**src/rtl/interrupt_controller.sv**
```systemverilog
// interrupt_controller: synchronises and edge-detects external request lines,
// latches them as pending, applies a per-line mask and redirects the core's PC
// to the vector of the highest-priority unmasked request. Further interrupts
// are blocked until the handler executes eret.
module interrupt_controller #(
    parameter int          NUM_IRQ       = 3,
    parameter int          CAUSE_W       = 2,
    parameter logic [31:0] VECTOR_BASE   = 32'h0000_4000,
    parameter logic [31:0] VECTOR_STRIDE = 32'h0000_0040
) (
    input  logic               clk,
    input  logic               rst,
    input  logic [NUM_IRQ-1:0] irq_in,
    input  logic [31:0]        pc_next,
    input  logic               retire,
    input  logic               eret,
    input  logic               mask_we,
    input  logic [NUM_IRQ-1:0] mask_din,
    output logic               take,
    output logic [31:0]        vector,
    output logic [31:0]        epc,
    output logic [CAUSE_W-1:0] cause,
    output logic               in_service,
    output logic [NUM_IRQ-1:0] pending,
    output logic [NUM_IRQ-1:0] mask
);

    typedef enum logic {IDLE, SERVICE} state_t;

    state_t               state_q, state_d;
    logic [NUM_IRQ-1:0]   s1_q, s2_q, prev_q;
    logic [NUM_IRQ-1:0]   pending_q, pending_d;
    logic [NUM_IRQ-1:0]   mask_q;
    logic [31:0]          epc_q;
    logic [CAUSE_W-1:0]   cause_q;
    logic [NUM_IRQ-1:0]   irq_edge;
    logic [NUM_IRQ-1:0]   eligible;
    logic [NUM_IRQ-1:0]   clr;
    logic [CAUSE_W-1:0]   sel_idx;

    assign irq_edge = s2_q & ~prev_q;
    assign eligible = pending_q & ~mask_q;

    // Highest set bit of eligible wins; ascending scan lets later bits override.
    always_comb begin
        sel_idx = '0;
        for (int i = 0; i < NUM_IRQ; i++) begin
            if (eligible[i]) sel_idx = CAUSE_W'(i);
        end
    end

    // Handler address; falls back to VECTOR_BASE when nothing is eligible.
    assign vector = VECTOR_BASE + (32'(sel_idx) * VECTOR_STRIDE);

    // Next-state and take decision: only IDLE may take, only SERVICE honours eret.
    always_comb begin
        state_d = state_q;
        take    = 1'b0;
        case (state_q)
            IDLE: begin
                if (retire && (|eligible)) begin
                    take    = 1'b1;
                    state_d = SERVICE;
                end
            end
            SERVICE: begin
                if (eret && retire) state_d = IDLE;
            end
            default: state_d = IDLE;
        endcase
    end

    // Taken line is cleared, but a fresh edge on the same line keeps it pending.
    always_comb begin
        clr       = take ? (NUM_IRQ'(1) << sel_idx) : '0;
        pending_d = (pending_q & ~clr) | irq_edge;
    end

    // FSM state register.
    always_ff @(posedge clk or posedge rst) begin
        if (rst) state_q <= IDLE;
        else     state_q <= state_d;
    end

    // Two-flop synchroniser followed by the previous-value register for edge detect.
    always_ff @(posedge clk or posedge rst) begin
        if (rst) begin
            s1_q   <= '0;
            s2_q   <= '0;
            prev_q <= '0;
        end else begin
            s1_q   <= irq_in;
            s2_q   <= s1_q;
            prev_q <= s2_q;
        end
    end

    // Pending requests and mask register; a take this cycle already saw the old mask.
    always_ff @(posedge clk or posedge rst) begin
        if (rst) begin
            pending_q <= '0;
            mask_q    <= '0;
        end else begin
            pending_q <= pending_d;
            if (mask_we) mask_q <= mask_din;
        end
    end

    // Return address and cause are captured on the edge that ends the take cycle.
    always_ff @(posedge clk or posedge rst) begin
        if (rst) begin
            epc_q   <= '0;
            cause_q <= '0;
        end else if (take) begin
            epc_q   <= pc_next;
            cause_q <= sel_idx;
        end
    end

    assign epc        = epc_q;
    assign cause      = cause_q;
    assign in_service = (state_q == SERVICE);
    assign pending    = pending_q;
    assign mask       = mask_q;

endmodule
```
**config.mk**
```make
export PLATFORM = sky130hd
export DESIGN_NAME = interrupt_controller
export DESIGN_NICKNAME = d
export VERILOG_FILES = /design/src/rtl/interrupt_controller.sv
export SDC_FILE = /design/constraint.sdc
export NUM_CORES = 1
export LEC_CHECK = 0
export ABC_AREA = 1
export BUFFER_PORTS_ARGS = -buffer_cell sky130_fd_sc_hd__buf_2
export CAP_MARGIN = 20
export CORE_UTILIZATION = 40
export CTS_CLUSTER_SIZE = 10
export DETAILED_ROUTE_END_ITERATION = 6
export HOLD_SLACK_MARGIN = 0.05
export PLACE_DENSITY = 0.87
export SYNTH_ARGS = -nofsm -noshare
export SYNTH_HDL_FRONTEND = slang
export SYNTH_SLANG_ARGS = --single-unit
```
**constraint.sdc**
```tcl
create_clock -name clk -period 1.6 [get_ports clk]
set_clock_uncertainty 0.15 [all_clocks]
set_input_delay 0.32 -clock clk [delete_from_list [all_inputs] [get_ports clk]]
set_output_delay 0.32 -clock clk [all_outputs]
set_load 0.02 [all_outputs]
```
# Yosys cells after proc, flatten, opt, wreduce, memory -nomap -nowiden
# Cells that the tools add are included.
[op_classes] add_sub_neg=1 n_reduce_logical=3 mux=7 shifts=1 bitwise_logic=8
[ops] operator="$add A15 B8 Y16 const A" count=1
[ops] operator="$and A3 B3 Y3" count=3
[ops] operator="$not A3 Y3" count=3
[ops] operator="$mux W1" count=4
[ops] operator="$mux W3" count=1
[ops] operator="$or A3 B3 Y3" count=1
[ops] operator="$reduce_or A3 Y1" count=1
[ops] operator="$shl A1 B2 Y3 const A" count=1
[ops] operator="$logic_and A1 B1 Y1" count=2
[ops] operator="$mux W2" count=1
[ops] operator="$pmux W1 S2" count=1
[ops] operator="$not A1 Y1" count=1
[word_totals] out_inout_bits=74 wordCells=28 reg_bits=50 input_bits=43

# Longest topological paths before layout
# Gate-level depths: netlist of the first run.
[logic_depth] ltp_word=10 mapped_depth=7 ltp_nobuf=6

# Least setup slack after synthesis of the first run
# Ideal clock, no wire load.
[synth_timing] kind="reg-to-output" from="reg pending_q[2], in the netlist pending[2]" to="out vector[6]" path_stages_with_launch=4 arrival_time_ps=1097 setup_slack_ps=33 required_ps=1130 n_path_buf=0 cell_sequence="dfrtp_1 -> inv_1 -> nor2_1 -> nor2_1"
[synth_via] elab_chain_cells=3
[synth_rtl] item="from (decl)" line_no="32" source="logic [NUM_IRQ-1:0] pending_q, pending_d;"
[synth_rtl] item="from (signal assigned)" line_no="104" source="pending_q <= pending_d;"
[synth_rtl] item="$and A3 B3 Y3" line_no="42" source="assign eligible = pending_q & ~mask_q;"
[synth_rtl] item="$mux W2" line_no="48" source="if (eligible[i]) sel_idx = CAUSE_W'(i);"
[synth_rtl] item="$add A15 B8 Y16" line_no="53" source="assign vector = VECTOR_BASE + (32'(sel_idx) * VECTOR_STRIDE);"
[synth_rtl] item="to (decl)" line_no="20" source="output logic [31:0] vector,"
# Every way passes these cells.

# Worst setup path after layout of the first run
# Ends and elaborated chain as after synthesis.

==> flow_metrics.tcl, run 1 <==
set metrics [dict create \
    outcome "finished, violations left" \
    violations "negative setup slack" \
    finalMaxSlewViolations 0 \
    firstDrtPassIters 4 \
    fillers 475 \
    ant_nets 0 \
    powerDensity_mw_per_mm2 1839 \
    finalCriticalPeriod_ps 1641 \
    grt_max_degree 33 \
    grt_usage_pct 14.70 \
    setup_viol 2 \
    io_pins 117 \
    p_total_w 0.005167 \
    fmax_ghz 0.6096 \
    cts_sinks 50 \
    viasPerCell 4.356 \
    ys_seq_elements 50 \
    crit_type "flop to output pin" \
    ys_seq_area_share_pct 57.70 \
    syn_avg_cell_area_um2 9.469 \
    syn2layout_area_growth_pct 29.60 \
    finalHoldViolations 0 \
    end_kind "output pin" \
    drtIter0Drc 35 \
    grt_overflow_total 0 \
    num_rows 26 \
    die_area_mm2 0.005719 \
    rsz0062_at_grt "yes" \
    dr_total_vias 1738 \
    finalWirelength_mm 4.367 \
    min_period_over_period_pct 102.5 \
    synth_warnings 0 \
    cts_tree "done" \
    path_cells "inv_1 -> nor2_2 -> nor2_1 -> buf_4" \
    hold_slack_ps 85.36 \
    fin_ws_ps -40.52 \
    wl_per_cell_um 10.94 \
    initial_core_util_pct 41.92 \
    post-route-drc-count 0 \
    max-vdd-ir-drop_mv 0.8988 \
    clk_latency_ps 300 \
    max_stage_delay_ps 390 \
    htreeDepth 2 \
    antenna_cells 0 \
    hp-class "input pin to flop" \
    die_y_um 75.63 \
    cts_buffers 5 \
    drv_cap 0 \
    cts_buffer_depth 2 \
    coreArea_mm2 0.005172 \
    final_layout_size_suffix_gt1_share_pct 35.87 \
    placed_area_mm2 0.002564 \
    fin_nets 371 \
    die_w_um 75.63 \
    port_buffers 86 \
    p_leak_nw 1.628 \
    pre_cts_slack_ps 232.9 \
    antenna_found_initial 0 \
    postLayoutCellArea_mm2 0.002810 \
    arrival_ps 1170 \
    cts.clk_slew.worst_paths_ps 90 \
    critPathMaxFanout 3 \
    syn_area_mm2 0.002168 \
    grt_pass1_vias 1465 \
    start_kind "flop" \
    syn_inst 229 \
    cts-root-buf "clkbuf_8" \
    grt_pass1_wl_mm 6.237 \
    synth_cell_types 17 \
    gp_congestion 0.8864 \
    dpl.hpwl_mm 3.235 \
    crit_required_ps 1130 \
    critPathSlowestCell "dfrtp_1" \
]
-- metal layers --
metal,wire length [um],part of all wire (%),GRT usage (%),up-vias
li1,-,-,-,848
met1,1911,44,16.38,806
met2,2150,49,27.48,77
met3,253,5.8,4.101,7
met4,51,1.2,3.909,0
met5,0,0,0,-
-- cell families (layout without fill, tap and decap cells) --
family / count (synthesis) / in the layout / share of synthesized area [%]
other: 2 / 30 / 0.3463
flip-flops: 50 / 50 / 57.70
buffers and inverters: 50 / 122 / 15.58
AO/OA/AOI/OAI: 5 / 5 / 1.154
AND/OR/NAND/NOR: 122 / 122 / 25.22
-- final cells by class --
type                    count  area [um2]  share of cell area (%)
flip-flops and latches     50        1251                   44.52
multi-input cells         157       689.4                   24.53
repair buffers            103       599.3                   21.33
well taps                  70       87.58                   3.117
clock buffers               5       68.82                   2.449
clock inverters             3       68.82                   2.449
inverters                  11       45.04                   1.603
-- per-stage QoR --
stage,util (%),setup TNS [ps],cells
2_1_floorplan,-,0,257
3_3_place_gp,49.56,0,381
3_5_place_dp,49.56,0,381
4_1_cts,53.51,-102.7,395
5_1_grt,54.33,-234.4,399
6_report,54.33,-80.54,399
-- registers in the layout, indices dropped and copies added, names as in the netlist --
signal / flops
cause: 2
epc: 32
in_service: 1
mask: 3
pending: 3
prev_q: 3
s1_q: 3
s2_q: 3
-- worst max-delay path: cells and delay by family, from the launching register on --
kind,cells,cell delay [ps]
flops,1,390
simple gates,2,250
buf+inv,2,230
-- cell usage in the layout, fill, tap and decap left out, types with 4 or more instances in the layout --
cell,synthesis,routed
dlygate4sd3_1,0,4
buf_4,33,13
clkbuf_8,0,5
nand3_1,32,32
conb_1,2,30
inv_1,10,7
dfrtp_1,50,50
nand2_1,81,80
buf_2,3,83
o21ai_0,5,5
-- power by group --
part	leakage (nW)	internal (W)	switching [W]
logic	0.957	0.000734	0.00140
clock network	0.0683	0.000626	0.000405
registers	0.603	0.00174	0.000261
-- final timing paths --
path | from | to | slack (ps) | depth (start not counted)
max reg2reg | mask[1]$_DFFE_PP0P_ | epc[24]$_DFFE_PP0P_ | 90 | 9
min in group asynchronous | rst | s1_q[2]$_DFF_PP0_ | 440 | 3
min reg2reg | s1_q[1]$_DFF_PP0_ | s2_q[1]$_DFF_PP0_ | 210 | 0
max | pending[2]$_DFF_PP0_ | vector[6] | -40 | 4
min | mask_din[2] | mask[2]$_DFFE_PP0P_ | 90 | 3
max in group asynchronous | rst | epc[16]$_DFFE_PP0P_ | 380 | 4
-- repair_timing --
item | in CTS | in global routing
buffers inserted | 2 | 4
hold buffers | 4 | 0
resized for setup | 6 | 4
pin swaps | 1 | 2
setup endpoints to repair | 3 | 3
endpoints found under the hold margin | 21 | 0
-- synthesized netlist by cell type --
cell type,instances,area [um2]
buf_2,3,15.01
nand4_1,1,6.260
nor2_8,1,20.02
conb_1,2,7.510
buf_4,33,247.7
nor2_1,2,7.510
nand3_1,32,160.2
nand2_4,1,11.26
nand3b_1,1,7.510
nand2_1,81,304.0
inv_1,10,37.54
dfrtp_1,50,1251
buf_6,3,33.78
nand3_4,1,17.52
o21ai_0,5,25.02
nand2_2,2,12.51
inv_2,1,3.750
Power figures use the tool's default switching activity.
==> inputs of run 2 (changes only) <==
- CELL_PAD_IN_SITES_DETAIL_PLACEMENT: default -> 2
- CELL_PAD_IN_SITES_GLOBAL_PLACEMENT: default -> 2
- CORE_UTILIZATION: 40 -> 22
- PLACE_DENSITY: 0.87 -> 0.86
==> flow_metrics.tcl, run 2 (synthesis results as in run 1) <==
set metrics [dict create \
    outcome "finished, violations left" \
    violations "negative setup slack" \
    viasPerCell 4.002 \
    die_y_um 101.3 \
    die_w_um 101.3 \
    arrival_ps 1190 \
    max-vdd-ir-drop_mv 0.4608 \
    fin_nets 371 \
    cts_sinks 50 \
    rsz0062_at_grt "yes" \
    crit_type "flop to output pin" \
    firstDrtPassIters 4 \
    antenna_found_initial 0 \
    grt_overflow_total 0 \
    fin_ws_ps -59.51 \
    grt_pass1_vias 2006 \
    wl_per_cell_um 13.42 \
    grt_max_degree 51 \
    dp_cells 440 \
    io_pins 117 \
    fillers 1120 \
    initial_core_util_pct 23.14 \
    drv_cap 0 \
    port_buffers 86 \
    final_common_cell "buf_2" \
    hold_path_end "mask[0]$_DFFE_PP0P_" \
    final_layout_size_suffix_gt1_share_pct 36.78 \
    post-route-drc-count 0 \
    finalHoldViolations 0 \
    cts_tree "done" \
    finalMaxSlewViolations 0 \
    grt_pass1_wl_mm 9.853 \
    rr_worst_depth 8 \
    start_kind "flop" \
    drtIter0Drc 33 \
    coreArea_mm2 0.009371 \
    end_kind "output pin" \
    die_area_mm2 0.01026 \
    cts_buffers 5 \
    ant_nets 0 \
    p_leak_nw 1.618 \
    dr_total_vias 1833 \
    critPathMaxFanout 3 \
    largest_register_ff_count 32 \
    fmax_ghz 0.6026 \
    cts-root-buf "clkbuf_8" \
    finalWirelength_mm 6.146 \
    cts_buffer_depth 2 \
    gp_congestion 0.7555 \
    grt_usage_pct 12.63 \
    fin_cells 458 \
    min-delay-start "mask_din[0]" \
    crit_required_ps 1130 \
    min_period_over_period_pct 103.7 \
    hold_slack_ps 90.52 \
    dpl.hpwl_mm 4.375 \
    htreeDepth 2 \
    cts.clk_slew.worst_paths_ps 100 \
    worstReg2RegEnd "epc[26]$_DFFE_PP0P_" \
    holdPathStages 3 \
    reg2reg_from "mask[1]$_DFFE_PP0P_" \
    clk_latency_ps 300 \
    finalCriticalPeriod_ps 1660 \
    powerDensity_mw_per_mm2 1780 \
    setup_viol 3 \
    r2r_slack_ps 150 \
    num_rows 35 \
    hp-class "input pin to flop" \
    mostFrequentLayoutCells "buf_2, nand2_1, dfrtp_1" \
    syn2layout_area_growth_pct 32.08 \
    antenna_cells 0 \
]
[run 2: worst max-delay path by stage]
stage | cells past startpoint | to | slack, ps | from
2_1_floorplan | 3 | vector[6] | 30 | pending[2]$_DFF_PP0_
3_3_place_gp | 7 | pending[1]$_DFF_PP0_ | 260 | retire
3_5_place_dp | 7 | pending[1]$_DFF_PP0_ | 200 | retire
4_1_cts | 6 | take | -60 | mask[2]$_DFFE_PP0P_
5_1_grt | 6 | take | -130 | mask[2]$_DFFE_PP0P_
6_report | 5 | take | -60 | pending[1]$_DFF_PP0_
[run 2: critical path, cell delays in order, from the launching register on]
cell	delay, ps
dfrtp_1	440
nand2_4	120
nand3_4	90
nand2_4	80
inv_2	40
buf_6	120
[run 2: repair_timing]
item / 4_1_cts / 5_1_grt
hold endpoints to repair: 53 / 0
gates resized for setup: 11 / 3
setup buffers: 6 / 0
hold buffers: 4 / 0
pin swaps: 2 / 1
endpoints found under the setup margin: 3 / 3
[run 2: layout make-up]
type                       instances  area [um2]  share of cell area [%]
timing repair buffer             103       595.6                   20.80
clock inverter                     3       40.04                   1.398
inverter                          11       45.04                   1.573
multi-input combinational        157       701.9                   24.51
clock buffer                       5       68.82                   2.403
sequential                        50        1251                   43.69
tap                              129       161.4                   5.636
[run 2: metal layers]
metal / up-vias / track usage (%) / wire length, um
met5: - / 0 / 0
met4: 0 / 3.010 / 44
met3: 4 / 3.244 / 407
met2: 71 / 24.80 / 3326
met1: 909 / 13.32 / 2367
li1: 849 / - / -
[run 2: power breakdown]
| part | total [W] | internal [W] | switching (W) |
|---|---|---|---|
| Sequential | 0.00201 | 0.00174 | 0.000270 |
| Combinational | 0.00220 | 0.000731 | 0.00147 |
| Clock | 0.000889 | 0.000461 | 0.000428 |
[run 2: metrics by stage]
step / power, W / TNS (ps) / area, um2 / setup WS, ps / util, %
final: 0.005099 / -97.38 / 2864 / -59.51 / 30.56
after global routing: 0.005478 / -317.0 / 2864 / -125.8 / 30.56
after CTS: 0.005189 / -110.1 / 2854 / -62.13 / 30.45
after detailed placement: 0.004185 / 0 / 2638 / 203.6 / 28.14
after global placement: 0.004094 / 0 / 2638 / 260.0 / 28.14
after floorplan: 0.003426 / 0 / 2277 / 32.56 / -
